--- src/rtl/control_vector_stage_reg.sv ---
// ============================================================================
// control_vector_stage_reg : decode->execute control-vector pipeline register
// Rev 1.0 : initial release
// ============================================================================
`default_nettype none

module control_vector_stage_reg (
  input  logic clk,
  input  logic rst_n,
  input  logic nop,
  input  logic in_PC_LD,
  input  logic in_PC_INC,
  input  logic in_PC_MUX_SEL,
  input  logic in_SP_LD,
  input  logic in_SP_INCR,
  input  logic in_SP_DECR,
  input  logic in_RF_WR,
  input  logic in_RF_WR_SEL,
  input  logic in_ALU_OPY_SEL,
  input  logic in_ALU_SEL,
  input  logic in_SCR_WE,
  input  logic in_SCR_DATA_SE,
  input  logic in_SCR_ADDR_SE,
  input  logic in_FLG_C_SET,
  input  logic in_FLG_C_CLR,
  input  logic in_FLG_C_LD,
  input  logic in_FLG_Z_LD,
  input  logic in_FLG_LD_SEL,
  input  logic in_FLG_SHAD_LD,
  input  logic in_I_SET,
  input  logic in_I_CLR,
  input  logic in_IO_STRB,
  input  logic in_BRANCH_TYPE,
  input  logic in_rst,
  output logic out_PC_LD,
  output logic out_PC_INC,
  output logic out_PC_MUX_SEL,
  output logic out_SP_LD,
  output logic out_SP_INCR,
  output logic out_SP_DECR,
  output logic out_RF_WR,
  output logic out_RF_WR_SEL,
  output logic out_ALU_OPY_SEL,
  output logic out_ALU_SEL,
  output logic out_SCR_WE,
  output logic out_SCR_DATA_SE,
  output logic out_SCR_ADDR_SE,
  output logic out_FLG_C_SET,
  output logic out_FLG_C_CLR,
  output logic out_FLG_C_LD,
  output logic out_FLG_Z_LD,
  output logic out_FLG_LD_SEL,
  output logic out_FLG_SHAD_LD,
  output logic out_I_SET,
  output logic out_I_CLR,
  output logic out_IO_STRB,
  output logic out_BRANCH_TYPE,
  output logic out_rst
);

  localparam int unsigned C_VEC_W = 24;

  logic [C_VEC_W-1:0] in_vec;
  logic [C_VEC_W-1:0] vec_d;
  logic [C_VEC_W-1:0] vec_q;

  always_comb begin
    in_vec = {in_rst,         in_BRANCH_TYPE, in_IO_STRB,     in_I_CLR,
              in_I_SET,       in_FLG_SHAD_LD, in_FLG_LD_SEL,  in_FLG_Z_LD,
              in_FLG_C_LD,    in_FLG_C_CLR,   in_FLG_C_SET,   in_SCR_ADDR_SE,
              in_SCR_DATA_SE, in_SCR_WE,      in_ALU_SEL,     in_ALU_OPY_SEL,
              in_RF_WR_SEL,   in_RF_WR,       in_SP_DECR,     in_SP_INCR,
              in_SP_LD,       in_PC_MUX_SEL,  in_PC_INC,      in_PC_LD};
    // A bubble squashes every strobe, including the carried CPU reset request
    vec_d  = nop ? '0 : in_vec;
  end

  always_ff @(posedge clk) begin
    if (!rst_n) begin
      vec_q <= '0;
    end else begin
      vec_q <= vec_d;
    end
  end

  assign out_PC_LD       = vec_q[0];
  assign out_PC_INC      = vec_q[1];
  assign out_PC_MUX_SEL  = vec_q[2];
  assign out_SP_LD       = vec_q[3];
  assign out_SP_INCR     = vec_q[4];
  assign out_SP_DECR     = vec_q[5];
  assign out_RF_WR       = vec_q[6];
  assign out_RF_WR_SEL   = vec_q[7];
  assign out_ALU_OPY_SEL = vec_q[8];
  assign out_ALU_SEL     = vec_q[9];
  assign out_SCR_WE      = vec_q[10];
  assign out_SCR_DATA_SE = vec_q[11];
  assign out_SCR_ADDR_SE = vec_q[12];
  assign out_FLG_C_SET   = vec_q[13];
  assign out_FLG_C_CLR   = vec_q[14];
  assign out_FLG_C_LD    = vec_q[15];
  assign out_FLG_Z_LD    = vec_q[16];
  assign out_FLG_LD_SEL  = vec_q[17];
  assign out_FLG_SHAD_LD = vec_q[18];
  assign out_I_SET       = vec_q[19];
  assign out_I_CLR       = vec_q[20];
  assign out_IO_STRB     = vec_q[21];
  assign out_BRANCH_TYPE = vec_q[22];
  assign out_rst         = vec_q[23];

endmodule

`default_nettype wire

--- config.mk ---
export PLATFORM = sky130hd
export DESIGN_NAME = control_vector_stage_reg
export DESIGN_NICKNAME = d
export VERILOG_FILES = /design/src/rtl/control_vector_stage_reg.sv
export SDC_FILE = /design/constraint.sdc
export NUM_CORES = 1
export LEC_CHECK = 0
export CAP_MARGIN = 5
export CORE_MARGIN = 1.5
export CORE_UTILIZATION = 36
export DETAILED_ROUTE_END_ITERATION = 7
export PLACE_DENSITY = 0.91
export SLEW_MARGIN = 30
export SYNTH_ARGS = -nofsm -noshare
export SYNTH_HDL_FRONTEND = slang
export SYNTH_SLANG_ARGS = --single-unit
--- constraint.sdc ---
create_clock -name clk -period 1 [get_ports clk]
set_input_delay 0.3 -clock clk [delete_from_list [all_inputs] [get_ports clk]]
set_output_delay 0.3 -clock clk [all_outputs]
set_load 0.01 [all_outputs]
Word level (Yosys, flattened, before mapping)
Index checks and enable logic that the tools add are counted.
{"block": "op_classes", "bitwise": 1, "reduce_logical": 1}
{"operator": "2-bit OR reduction", "count": 1}
{"operator": "1-bit NOT", "count": 1}
{"block": "totals", "ff_bits": 24, "input_bits": 27, "output_inout_bits": 24, "elab_cells": 3}

Logic depth before layout (Yosys ltp)
{"block": "depth", "ltp_word": 2, "ltp_mapped": 2, "mapped_depth_nobuf": 1}

Worst setup path after synthesis
OpenSTA, ideal clock, no wires.
{"block": "synth_path", "kind": "input-to-reg", "start": "in rst_n", "end": "reg vec_q[0]", "setup_time_ns": 0.115, "arrival_ns": 0.577, "required_ns": 0.885, "path_slack_ns": 0.308, "stages": 2, "n_path_buf": 1, "cell_sequence": "buf_2 > and3b_1"}
{"block": "synth_via", "elab_chain_len": 2}
{"element": "start: declaration", "line": "9", "source": "input logic rst_n,"}
{"element": "1-bit NOT (no source line)"}
{"element": "2-bit OR reduction (no source line)"}
{"element": "end signal: assignment", "line": "82", "source": "vec_q <= vec_d;"}
{"element": "end: declaration", "line": "65", "source": "logic [C_VEC_W-1:0] vec_q;"}
Every way passes these cells.
A chain may end at the register's enable or synchronous reset.

Worst setup path after layout
{"block": "layout_path", "start": "reg vec_q[13]", "end": "out out_FLG_C_SET"}
{"element": "end: declaration", "line": "48", "source": "output logic out_FLG_C_SET,"}
No word-level cell between the ends.

==> flow_metrics.env <==
export IMPL_status="finished, violations left"
export IMPL_violations="setup timing"
export IMPL_drt_iter0_markers=1
export IMPL_crit_chain="buf_6"
export IMPL_finalSetupViolCount=24
export IMPL_grt_util_all_layers_pct=16.0
export IMPL_seq_area_frac_synth_pct=66.0
export IMPL_rsz0062_at_grt="true"
export IMPL_overflow=0
export IMPL_die_area_um2=2300
export IMPL_sw_frac_of_total_pct=19.8
export IMPL_largest_reg_flops=24
export IMPL_die_x_um=48.0
export IMPL_largest_registers="vec_q: 24 flops"
export IMPL_yosys_warnings=0
export IMPL_synth_commonest_cells="dfxtp_1, and3b_1, and3b_2"
export IMPL_crit_fanout=1
export IMPL_maxCapViolations=0
export IMPL_hold_buffers=0
export IMPL_die_h_um=48.0
export IMPL_worst_setup_path_type="reg -> out"
export IMPL_max_freq_mhz=949
export IMPL_start_util_pct=37.5
export IMPL_finalPower_w=0.00172
export IMPL_syn_num_nets=79
export IMPL_avgSynthCellArea_um2=14.0
export IMPL_switchingPower_w=0.000342
export IMPL_synthFlopType="dfxtp_1"
export IMPL_cts_made_buffers=3
export IMPL_wl_um=1630
export IMPL_leakage_nw=0.640
export IMPL_hold_path_class="in -> reg"
export IMPL_fin_nets=134
export IMPL_critical_path_endpoint_type="output port"
export IMPL_seq_power_share_pct=58.4
export IMPL_critPathMaxStageDelay_ns=0.34
export IMPL_drc=0
export IMPL_fin_hold_ws_ns=0.589
export IMPL_num_antenna_cells=0
export IMPL_final_area_um2=1230
export IMPL_drive_gt1_share_pct=40.6
export IMPL_arrival_ns=0.75
export IMPL_clk_pin_slew_worst_paths_ns=0.12
export IMPL_powerDensity_nw_per_um2=1400
export IMPL_htreeDepth=1
export IMPL_slew_headroom_pct=92.1
export IMPL_crit_slowest_cell="dfxtp_2"
export IMPL_internal_power_w=0.00138
export IMPL_io_buffers=50
export IMPL_ios=51
export IMPL_worst_slack_ns=-0.0533
export IMPL_ys_ff_latch=24
export IMPL_post_drt_wl_per_cell_um=12.2
export IMPL_fin_crit_ns=1.05
export IMPL_start_kind="flip-flop"
export IMPL_place_congestion=0.703
export IMPL_ys_top_cells_by_area="dfxtp_1, and3b_1, and3b_2"
export IMPL_yosysMostFrequentCell="dfxtp_1"
export IMPL_dp_slack_ns=-0.280
export IMPL_grt_pass1_vias=528
export IMPL_yosys_area_top_type="dfxtp_1"
export IMPL_cts_sinks=24
export IMPL_synthArstFlopShare_pct=0
export IMPL_synth_top_area_share_pct=66.0
export IMPL_syn_to_final_growth_pct=68.7
export IMPL_cts_tree="built"
export IMPL_drt_first_pass_iters=2
export IMPL_path_delay_family="flip-flops"
export IMPL_max_vdd_ir_drop_mv=0.801
export IMPL_netlist_cell_type_count=5
export IMPL_ant_nets=0
export IMPL_hold_violations=0
export IMPL_cts_buffer_depth=2
export IMPL_critPathBufInv=1
export IMPL_grt_max_degree=15
export IMPL_vias_per_cell=4.38
export IMPL_power_frac_comb_pct=13.9
export IMPL_syn_inst=52
export IMPL_tightest_slew_ns=0.118
export IMPL_grt_pass1_wl_um=2300
export IMPL_worstPathRequired_ns=0.70
export IMPL_synth_edf_count=0
export IMPL_rows=16
export IMPL_core_area_um2=1940
export IMPL_placed_area_um2=1260
export IMPL_antenna_found_initial=0
export IMPL_slew_viol_final=0
export IMPL_num_vias=582
export IMPL_pwr_share_clk_pct=27.7
export IMPL_cts_root_buf="clkbuf_4"
export IMPL_period_share_pct=105
export IMPL_regMostFlops="vec_q"
export IMPL_netlist_area_um2=728
-- path summary, 6_finish.rpt --
kind	startpoint	endpoint	slack [ns]	cells past startpoint
worst min-delay path	in_RF_WR	vec_q[6]$_SDFF_PP0_	0.59	2
worst max-delay path	vec_q[13]$_SDFF_PP0_	out_FLG_C_SET	-0.05	1
-- power by group through the flow --
| stage | sequential (W) | clock [W] | combinational, W |
|---|---|---|---|
| 6_report | 0.00101 | 0.000478 | 0.000240 |
| 5_1_grt | 0.00101 | 0.000526 | 0.000259 |
| 4_1_cts | 0.00100 | 0.000495 | 0.000236 |
| 3_5_place_dp | 0.00103 | 0 | 0.000266 |
| 3_3_place_gp | 0.00102 | 0 | 0.000256 |
| 2_1_floorplan | 0.00105 | 0 | 0.0000551 |
-- cells by family after synthesis --
group / share of synthesized area (%)
buffers and inverters: 4.47
DFF: 66.0
and+or+nand+nor: 29.6
-- repair_timing --
item / 4_1_cts / 5_1_grt
setup endpoints to repair: 24 / 24
resized for setup: 102 / 9
hold endpoints to repair: 0 / 0
buffers inserted: 0 / 0
-- cells in the final DEF, fill, tap and decap left out --
| cell | count |
|---|---|
| buf_2 | 17 |
| buf_6 | 7 |
| dfxtp_2 | 7 |
| clkdlybuf4s50_1 | 26 |
| and3b_2 | 4 |
| and3b_1 | 20 |
| clkbuf_4 | 3 |
| dfxtp_1 | 17 |
| clkbuf_8 | 1 |
| buf_4 | 4 |
-- final cells by class --
class / instances / area, µm²
fill: 181 / 713
tap: 27 / 33.8
clock buffer: 4 / 36.3
multi-input combinational: 24 / 215
sequential: 24 / 489
timing repair buffer: 54 / 454
-- metrics by stage --
stage,std cells,TNS (ns),utilization (%)
final,133,-0.999,63.3
after global routing,133,-1.97,63.3
after CTS,133,-1.39,61.7
after detailed placement,129,-8.52,64.9
after global placement,129,-7.85,64.9
after floorplan,52,0,-
-- routing by layer --
layer  part of all wire [%]  track usage [%]  up-vias
met5                      0                0        -
met3                    5.9             1.51        4
li1                       -                -      286
met2                     58             31.2       26
met1                     33             13.7      266
met4                    2.9             14.6        0
No activity file was read; power rests on OpenSTA's default activity.
